## src/rtl/vmem_pkg.sv

```systemverilog
// Shared types and defaults for the vector memory-stage sequencer.
// FSM state encodings, default widths and small address/index helpers.
package vmem_pkg;

    localparam int VMEM_WORD_W   = 32;
    localparam int VMEM_LANES    = 4;
    localparam int VMEM_ADDR_INC = 1;

    typedef logic [1:0] state_t;

    localparam state_t ST_IDLE     = 2'd0;
    localparam state_t ST_VST      = 2'd1;
    localparam state_t ST_VLD      = 2'd2;
    localparam state_t ST_VLD_LAST = 2'd3;

    function automatic int lane_idx_w(input int lanes);
        return (lanes > 1) ? $clog2(lanes) : 1;
    endfunction

    // Modulo-2^32 address of a given lane.
    function automatic logic [31:0] lane_addr(input logic [31:0] base,
                                              input logic [31:0] idx,
                                              input logic [31:0] inc);
        return base + idx * inc;
    endfunction

endpackage

```

## src/rtl/vmem_lane_collect.sv

```systemverilog
// Gathers successive RAM read words into one vector result.
// The last lane is merged straight from mem_q so the result is usable in the retiring cycle.
module vmem_lane_collect
    import vmem_pkg::*;
#(
    parameter int WORD_W = VMEM_WORD_W,
    parameter int LANES  = VMEM_LANES
) (
    input  logic                    clk,
    input  logic                    rst,
    input  logic                    start,
    input  logic                    capture,
    input  logic                    done,
    input  logic [WORD_W-1:0]       mem_q,
    output logic                    last_lane,
    output logic [WORD_W*LANES-1:0] vec
);

    localparam int LW = lane_idx_w(LANES);

    logic [LW-1:0]           lane_cnt_reg;
    logic [WORD_W-1:0]       lane_reg [LANES-1];
    logic [WORD_W*LANES-1:0] assembled;
    logic [WORD_W*LANES-1:0] vec_reg;

    assign last_lane = capture && (lane_cnt_reg == LW'(LANES - 2));

    generate
        for (genvar gi = 0; gi < LANES - 1; gi++) begin : g_lane
            assign assembled[gi*WORD_W +: WORD_W] = lane_reg[gi];
        end
    endgenerate
    assign assembled[(LANES-1)*WORD_W +: WORD_W] = mem_q;

    // New words enter at the top and walk down, so lane 0 ends up lowest.
    always_ff @(posedge clk) begin
        if (!rst) begin
            lane_cnt_reg <= '0;
            for (int i = 0; i < LANES - 1; i++) lane_reg[i] <= '0;
            vec_reg <= '0;
        end else begin
            if (start) begin
                lane_cnt_reg <= '0;
            end else if (capture) begin
                lane_cnt_reg <= lane_cnt_reg + LW'(1);
                for (int i = 0; i < LANES - 2; i++) lane_reg[i] <= lane_reg[i+1];
                lane_reg[LANES-2] <= mem_q;
            end
            if (done) vec_reg <= assembled;
        end
    end

    assign vec = done ? assembled : vec_reg;

endmodule

```

## src/rtl/vmem_sequencer.sv

```systemverilog
// Memory-stage controller: scalar and multi-beat vector loads/stores on a 32-bit RAM.
// Optional stall-cycle counter enabled by defining VMEM_STALL_CNT_EN.
module vmem_sequencer
    import vmem_pkg::*;
#(
    parameter int WORD_W   = VMEM_WORD_W,
    parameter int LANES    = VMEM_LANES,
    parameter int ADDR_INC = VMEM_ADDR_INC
) (
    input  logic                    clk,
    input  logic                    rst,
    input  logic                    memw_M,
    input  logic                    regmem_M,
    input  logic                    vec_M,
    input  logic [31:0]             address_M,
    input  logic [WORD_W-1:0]       ALUrslt_M,
    input  logic [WORD_W*LANES-1:0] regrsltV_M,
    output logic [31:0]             mem_addr,
    output logic [WORD_W-1:0]       mem_data,
    output logic                    mem_wren,
    input  logic [WORD_W-1:0]       mem_q,
    output logic                    stall,
    output logic                    ld_valid,
    output logic [WORD_W-1:0]       ld_data,
    output logic [WORD_W*LANES-1:0] ld_dataV,
    output logic [31:0]             stall_cnt
);

    localparam int             VEC_W     = WORD_W * LANES;
    localparam int             LW        = lane_idx_w(LANES);
    localparam logic [LW-1:0]  LAST_BEAT = LW'(LANES - 1);

    state_t            state_reg, state_next;
    logic [LW-1:0]     beat_reg, beat_next;
    logic [31:0]       base_reg;
    logic [VEC_W-1:0]  data_reg;
    logic              sld_reg, sld_next;
    logic [WORD_W-1:0] ld_data_reg;
    logic [31:0]       beat_addr;
    logic [WORD_W-1:0] beat_word;
    logic              accept, vld_start, capture, done, last_lane;

    assign beat_addr = lane_addr(base_reg, 32'(beat_reg), 32'(ADDR_INC));
    assign beat_word = data_reg[int'(beat_reg)*WORD_W +: WORD_W];

    // Beat 0 of every op is driven straight from EX/MEM; later beats come from latched copies.
    always_comb begin
        state_next = state_reg;
        beat_next  = beat_reg;
        mem_addr   = '0;
        mem_data   = '0;
        mem_wren   = 1'b0;
        stall      = 1'b0;
        accept     = 1'b0;
        vld_start  = 1'b0;
        capture    = 1'b0;
        done       = 1'b0;
        sld_next   = 1'b0;
        if (rst) begin
            case (state_reg)
                ST_IDLE: begin
                    beat_next = LW'(1);
                    if (memw_M) begin
                        accept   = 1'b1;
                        mem_addr = address_M;
                        mem_wren = 1'b1;
                        if (vec_M) begin
                            mem_data   = regrsltV_M[WORD_W-1:0];
                            stall      = 1'b1;
                            state_next = ST_VST;
                        end else begin
                            mem_data = ALUrslt_M;
                        end
                    end else if (regmem_M) begin
                        accept   = 1'b1;
                        mem_addr = address_M;
                        if (vec_M) begin
                            stall      = 1'b1;
                            vld_start  = 1'b1;
                            state_next = ST_VLD;
                        end else begin
                            sld_next = 1'b1;
                        end
                    end
                end
                ST_VST: begin
                    mem_addr = beat_addr;
                    mem_data = beat_word;
                    mem_wren = 1'b1;
                    stall    = (beat_reg != LAST_BEAT);
                    if (beat_reg == LAST_BEAT) state_next = ST_IDLE;
                    else                       beat_next  = beat_reg + LW'(1);
                end
                ST_VLD: begin
                    mem_addr  = beat_addr;
                    stall     = 1'b1;
                    capture   = 1'b1;
                    beat_next = beat_reg + LW'(1);
                    if (last_lane) state_next = ST_VLD_LAST;
                end
                default: begin
                    done       = 1'b1;
                    state_next = ST_IDLE;
                end
            endcase
        end
    end

    always_ff @(posedge clk) begin
        if (!rst) begin
            state_reg   <= ST_IDLE;
            beat_reg    <= '0;
            base_reg    <= '0;
            data_reg    <= '0;
            sld_reg     <= 1'b0;
            ld_data_reg <= '0;
        end else begin
            state_reg <= state_next;
            beat_reg  <= beat_next;
            sld_reg   <= sld_next;
            if (accept) begin
                base_reg <= address_M;
                data_reg <= regrsltV_M;
            end
            if (sld_reg) ld_data_reg <= mem_q;
        end
    end

    assign ld_valid = rst & (sld_reg | done);
    assign ld_data  = (rst & sld_reg) ? mem_q : ld_data_reg;

    vmem_lane_collect #(
        .WORD_W (WORD_W),
        .LANES  (LANES)
    ) u_collect (
        .clk       (clk),
        .rst       (rst),
        .start     (vld_start),
        .capture   (capture),
        .done      (done),
        .mem_q     (mem_q),
        .last_lane (last_lane),
        .vec       (ld_dataV)
    );

`ifdef VMEM_STALL_CNT_EN
    logic [31:0] stall_cnt_reg;

    always_ff @(posedge clk) begin
        if (!rst)                              stall_cnt_reg <= '0;
        else if (stall && (stall_cnt_reg != '1)) stall_cnt_reg <= stall_cnt_reg + 32'd1;
    end

    assign stall_cnt = stall_cnt_reg;
`else
    assign stall_cnt = '0;
`endif

endmodule
```

## config.mk

```make
export PLATFORM = sky130hd
export DESIGN_NAME = vmem_sequencer
export DESIGN_NICKNAME = d
export VERILOG_FILES = /design/src/rtl/vmem_pkg.sv /design/src/rtl/vmem_lane_collect.sv /design/src/rtl/vmem_sequencer.sv
export SDC_FILE = /design/constraint.sdc
export NUM_CORES = 1
export LEC_CHECK = 0
export ABC_CLOCK_PERIOD_IN_PS = 13700
export CORE_ASPECT_RATIO = 1.25
export CORE_MARGIN = 2
export CORE_UTILIZATION = 50
export CTS_CLUSTER_DIAMETER = 80
export DETAILED_ROUTE_END_ITERATION = 10
export GPL_TIMING_DRIVEN = 0
export PLACE_DENSITY = 0.81
export SETUP_SLACK_MARGIN = 0.15
export SLEW_MARGIN = 0
export SYNTH_ARGS = -nofsm -noshare
export SYNTH_HDL_FRONTEND = slang
export SYNTH_SLANG_ARGS = --single-unit
```

## constraint.sdc

```tcl
create_clock -name clk -period 13.7 [get_ports clk]
set_input_delay 2.74 -clock clk [delete_from_list [all_inputs] [get_ports clk]]
set_output_delay 2.74 -clock clk [all_outputs]
set_load 0.01 [all_outputs]
```

==> metrics.log, run 1 <==
[metrics] share of post-route cells with drive strength above 1: 0.146
[metrics] top flip-flop cell by instance count after synthesis: dfxtp_1
[metrics] DR pass1 iterations: 5
[metrics] flops & latches, synth: 423
[metrics] Max Slew Vio Count: 0
[metrics] Std-Cell Core Area: 38,000 µm²
[metrics] status: completed
[metrics] share of the core filled with cells: 0.682
[metrics] startpoint of the lowest-slack hold path: data_reg[87]$_SDFFE_PN0P_
[metrics] PD cells: 147 nW/µm²
[metrics] DR vias/cell: 5.29
[metrics] library cell occupying the most area in the post-synthesis netlist: dfxtp_1
[metrics] Final Cycle Share: 0.597
[metrics] total routing resource utilization after global routing: 0.296
[metrics] Synth Warn #: 0
[metrics] total wire length after detailed routing: 60.4 mm
[metrics] initial antenna violation count: 2
[metrics] proportion of synthesized chip area in sequential cells: 0.492
[metrics] area share of the leading cell type in the synthesized netlist: 0.342
[metrics] die outline area: 39,900 µm²
[metrics] Post-CTS Setup Repair Bufs: 0
[metrics] Mapped Cells: 1,872
[metrics] largest driver fanout on the critical path: 10
[metrics] number of clock sinks seen by CTS: 423
[metrics] Synth async-reset ratio: 0
[metrics] mean cell area of the mapped netlist: 10.2 µm²
[metrics] routed len/inst: 20.6 µm
[metrics] Antenna Violating Nets Remaining: 0
[metrics] height of the die: 223 µm
[metrics] aggregate negative setup slack: 0 ps
[metrics] actual transition at the worst max-transition pin: 769 ps
[metrics] most frequently used cell type in the post-synthesis netlist: nand2_1
[metrics] CTS resizes: 0
[metrics] first-pass GRT wire length: 89.8 mm
[metrics] required time at the worst-slack endpoint: 10,960 ps
[metrics] top cells by count, synth: nand2_1, dfxtp_1, and2_1
[metrics] RD Place Congestion: 0.909
[metrics] Critical Path Source: rst
[metrics] Synth cell types: 46
[metrics] nets: 2,643
[metrics] fmax: 122 MHz
[metrics] largest net degree at the start of global routing: 27
[metrics] Post-Syn Area: 19,200 µm²
[metrics] register-to-register path setup slack: 11,070 ps
[metrics] max_slew headroom: 0.484
[metrics] shortest clock period the worst path allows after layout: 8180 ps
[metrics] clock tree from TritonCTS: built
[metrics] HPWL reported at the end of detailed placement: 47.7 mm
[metrics] count of flip-flops with a built-in enable after synthesis: 96
[metrics] DRT iter0 DRCs: 877
[metrics] reg2reg start: state_reg[0]$_SDFFE_PN0P_
[metrics] number of buffers created by CTS: 42
[metrics] area growth from synthesis to final layout: 35.3%
[metrics] H-tree levels: 2
[metrics] Skew-Pair Late Insertion Delay: 550 ps
[metrics] final hold viol count: 0
[metrics] DRC errors left: 0
[metrics] Setup Skew: 18.8 ps
[metrics] CTS hold repair buffers: 0
[metrics] Setup crit end kind: primary output
[metrics] unrepaired setup endpoints after global routing: false
[metrics] worst endpoint data arrival time: 5440 ps
[metrics] MaxCap Viol Count: 0
[metrics] leading cell types by total area after synthesis: dfxtp_1, edfxtp_1, mux2_2, and2_1, nand2_1
[metrics] vias in the first global route: 16,000
[metrics] leakage dissipation: 10.2 nW
[metrics] Final Total Pwr: 3.81 mW
[metrics] IO buf count: 454
[metrics] GR Overflow Total: 0
[metrics] clock root buffer: clkbuf_16
[metrics] total vias in the final route: 15,500
[metrics] clock-pin slew on the worst setup and hold paths: 60 ps
[metrics] number of ports placed on the die boundary: 488
[metrics] Finish-stage setup viols: 0
[metrics] critical path startpoint category: primary input
[metrics] Die W: 179 µm
[metrics] Starting Density: 0.504
[metrics] Bufs on Longest Clock Path: 3
[metrics] type of the most critical hold path: reg2reg
[metrics] Setup CP Type: in2out
[metrics] largest voltage drop on the vdd net: 91.4 µV
[metrics] number of placement rows: 80
[where the power goes]
group	switching (mW)	internal [mW]
logic	0.638	0.480
clock network	0.491	0.661
registers	0.0937	1.45
[layout make-up]
type                            count  area (µm²)
Inverter                            5        18.8
Antenna cell                        2        5.00
Clock buffer                       60        1180
Fill cell                        2902       12100
Timing Repair Buffer              458        4650
Buffer                            165         821
Tap cell                          492         616
Sequential cell                   423        9430
Clock inverter                     17         190
Multi-Input combinational cell   1310        9020
[worst max-delay path: stages]
cell	delay, ps
clkdlybuf4s50_1	520
buf_2	250
clkbuf_1	490
clkbuf_1	520
and2_1	330
clkdlybuf4s50_1	580
[routing by layer]
layer  vias to the layer above  global-route usage  part of all wire
li1                       7313                   -                 -
met1                      7456               0.309              0.35
met2                       595               0.560              0.53
met3                       140              0.0619             0.076
met4                         2               0.131             0.046
met5                         -                   0           0.00022
[final timing paths]
kind | to | depth (start not counted)
worst min-delay path | data_reg[87]$_SDFFE_PN0P_ | 2
worst min register to register | data_reg[87]$_SDFFE_PN0P_ | 2
worst max-delay path | mem_data[2] | 6
worst max register to register | u_collect.lane_reg[0][34]$_SDFFCE_PN0P_ | 9
[metrics by stage]
| step | instances | setup WS, ps | area, µm² | hold WS [ps] |
|---|---|---|---|---|
| 4_1_cts | 2930 | 5470 | 25900 | 462 |
| 5_1_grt | 2931 | 5430 | 25900 | 481 |
| 6_report | 2932 | 5520 | 25900 | 461 |
| 3_3_place_gp | 2849 | -442 | 24400 | 447 |
| 2_1_floorplan | 1903 | 3190 | 19300 | 440 |
| 3_5_place_dp | 2853 | 5500 | 24600 | 454 |
[layout by cell type, fill, tap and decap left out, types with 3 or more instances in the layout]
cell | synthesis | routed
clkdlybuf4s50_1 | 0 | 454
nand2_1 | 395 | 395
dfxtp_1 | 327 | 327
and2_1 | 260 | 260
a21boi_0 | 161 | 161
mux2_2 | 160 | 160
edfxtp_1 | 96 | 96
clkbuf_1 | 78 | 90
mux2i_1 | 64 | 64
buf_2 | 50 | 50
o21ai_0 | 46 | 45
clkbuf_16 | 0 | 42
buf_4 | 35 | 35
nor2b_1 | 34 | 34
mux4_2 | 32 | 32
conb_1 | 1 | 32
xor2_1 | 15 | 15
xnor2_1 | 14 | 14
nand3_1 | 14 | 14
a21oi_1 | 12 | 12
o21ai_1 | 9 | 9
ha_1 | 8 | 8
clkinv_2 | 0 | 8
and4_1 | 7 | 7
nand4_1 | 6 | 6
nor2_1 | 6 | 6
clkbuf_8 | 0 | 6
inv_1 | 5 | 5
nor3_1 | 3 | 3
nand2b_1 | 3 | 3
o21a_1 | 3 | 3
o22ai_1 | 3 | 3
bufinv_16 | 0 | 3
buf_16 | 0 | 3
[logic make-up after synthesis]
family,after synthesis,synth area share
buf+inv,170,0.0438
simple gates,741,0.192
other cells,1,0.000196
xor+xnor,29,0.0133
compound gates,243,0.0870
flops,423,0.492
fa+ha+maj,9,0.00627
mux,256,0.165
Note: power is estimated with default switching activity, not from simulation.
==> run 2, diff against run 1 <==
Settings changed: ABC_CLOCK_PERIOD_IN_PS 13700 to 8450.
Clock period 13.7 ns to 8.45 ns, I/O delays scaled along.
==> run 2 against run 1 <==
  * Global-route usage down 0.20 points
  * Register-to-register slack worse by 5300 ps
  * Wire length down 1.5%
  * Highest routed layer unchanged
  * Sequential cell count unchanged
  * Cell count about the same
  * Sequential power up 62%
  * Critical path depth up 1
  * Die area unchanged
  * Final area down 0.32%
  * Via count down 0.43%
==> metrics.log, run 2 (synthesis gave the netlist of run 1 again) <==
[metrics] CTS hold repair buffers: 0
[metrics] DRT iter0 DRCs: 907
[metrics] Max Slew Vio Count: 0
[metrics] unrepaired setup endpoints after global routing: false
[metrics] GR Overflow Total: 0
[metrics] MaxCap Viol Count: 0
[metrics] share of the core filled with cells: 0.679
[metrics] first-pass GRT wire length: 89.2 mm
[metrics] required time at the worst-slack endpoint: 6760 ps
[metrics] DR vias/cell: 5.27
[metrics] CTS resizes: 0
[metrics] largest net degree at the start of global routing: 31
[metrics] initial antenna violation count: 3
[metrics] Antenna Violating Nets Remaining: 0
[metrics] Std-Cell Core Area: 38,000 µm²
[metrics] status: completed
[metrics] nets: 2,642
[metrics] DRC errors left: 0
[metrics] Setup CP Type: in2out
[metrics] number of clock sinks seen by CTS: 423
[metrics] register-to-register path setup slack: 5810 ps
[metrics] Final Total Pwr: 6.11 mW
[metrics] Final Cycle Share: 0.725
[metrics] Hold Path Depth: 2
[metrics] actual transition at the worst max-transition pin: 765 ps
[metrics] vias in the first global route: 16,300
[metrics] critical path startpoint category: primary input
[metrics] fmax: 163 MHz
[metrics] Setup crit end kind: primary output
[metrics] type of the most critical hold path: reg2reg
[metrics] total wire length after detailed routing: 59.5 mm
[metrics] largest voltage drop on the vdd net: 162 µV
[metrics] leakage dissipation: 10.1 nW
[metrics] clock root buffer: clkbuf_16
[metrics] startpoint of the lowest-slack hold path: data_reg[87]$_SDFFE_PN0P_
[metrics] Finish-stage setup viols: 0
[metrics] worst endpoint data arrival time: 4430 ps
[metrics] largest driver fanout on the critical path: 10
[metrics] Die W: 179 µm
[metrics] area after detailed placement: 24,500 µm²
[metrics] shortest clock period the worst path allows after layout: 6120 ps
[metrics] number of placement rows: 80
[metrics] die outline area: 39,900 µm²
[metrics] depth of the most critical reg-to-reg path: 9
[metrics] Post-CTS Setup Repair Bufs: 0
[metrics] final hold viol count: 0
[metrics] DR pass1 iterations: 5
[metrics] clock-pin slew on the worst setup and hold paths: 60 ps
[metrics] HPWL reported at the end of detailed placement: 46.5 mm
[metrics] Bufs on Longest Clock Path: 3
[metrics] total vias in the final route: 15,400
[metrics] share of post-route cells with drive strength above 1: 0.144
[metrics] clock tree from TritonCTS: built
[metrics] PD cells: 237 nW/µm²
[metrics] reg2reg start: state_reg[0]$_SDFFE_PN0P_
[metrics] number of buffers created by CTS: 42
[metrics] Skew-Pair Late Insertion Delay: 560 ps
[metrics] H-tree levels: 2
[metrics] most used cells in the layout excluding fill and tap cells: clkdlybuf4s50_1, nand2_1, dfxtp_1
[metrics] IO buf count: 454
[metrics] area growth from synthesis to final layout: 34.9%
[metrics] max_slew headroom: 0.487
[metrics] Hold Crit Endpoint: data_reg[87]$_SDFFE_PN0P_
[metrics] worst hold slack across all endpoints: 461 ps
[metrics] number of ports placed on the die boundary: 488
[metrics] RD Place Congestion: 0.872
[metrics] reg-to-reg critical path endpoint: u_collect.lane_reg[0][80]$_SDFFCE_PN0P_
[metrics] leading cell type in the layout, fill and taps excluded: clkdlybuf4s50_1
[metrics] total routing resource utilization after global routing: 0.294
[metrics] finished layout cell area: 25,800 µm²
[metrics] Setup Skew: 23.7 ps
[metrics] Starting Density: 0.504
[metrics] height of the die: 223 µm
[metrics] Fill cells: 2,912
[metrics] routed len/inst: 20.3 µm
==> run 2: changes by cell type in the layout (fill, tap and decap cells not counted), moves of 2 or more <==
cell / delta
bufinv_16: -2
clkbuf_8: +2
clkinv_1: +6
buf_12: +2
clkinv_2: -3
buf_16: -3
==> run 2: area by class of cell <==
class                           instances  area (µm²)  share of cell area
Timing Repair Buffer                  457        4600               0.178
Antenna cell                            1        2.50           0.0000968
Buffer                                165         821              0.0318
Clock inverter                         17         128             0.00494
Clock buffer                           61        1200              0.0465
Multi-Input combinational cell       1310        9020               0.349
Tap cell                              492         616              0.0238
Inverter                                5        18.8            0.000726
Sequential cell                       423        9430               0.365
==> run 2: worst max path at each step <==
stage	startpoint	endpoint	slack, ps	cells after the start
after global placement	memw_M	u_collect.lane_reg[0][20]$_SDFFCE_PN0P_	-1050	5
after global routing	memw_M	mem_addr[9]	2210	7
final	memw_M	mem_addr[9]	2330	7
after CTS	memw_M	mem_addr[9]	2330	7
after floorplan	vec_M	u_collect.lane_reg[0][0]$_SDFFCE_PN0P_	1580	4
after detailed placement	memw_M	mem_addr[9]	2350	7
==> run 2: per-stage QoR <==
stage | instances | worst slack, ps | TNS [ps]
final | 2931 | 2330 | 0
after global routing | 2931 | 2210 | 0
after CTS | 2930 | 2330 | 0
after detailed placement | 2852 | 2350 | 0
after global placement | 2849 | -1050 | -100400
after floorplan | 1903 | 1580 | 0
==> run 2: power breakdown <==
group	switching [mW]	internal [mW]	leakage (nW)
clock	0.800	1.02	0.652
sequential	0.150	2.34	3.67
combinational	1.02	0.772	5.81
total	1.97	4.14	10.1
==> run 2: routing by layer <==
layer	part of all wire	up-vias	wire, µm	global-route usage
li1	-	7313	-	-
met1	0.35	7318	20800	0.301
met2	0.51	628	30500	0.543
met3	0.081	179	4810	0.0724
met4	0.057	2	3390	0.154
met5	0.00027	-	16	0
==> run 2: worst max-delay path, cell delays in order <==
cell and delay (ps):
clkdlybuf4s50_1 620, o21a_1 150, buf_2 270, clkbuf_1 610, nand2_1 220, o22ai_1 270
clkdlybuf4s50_1 590
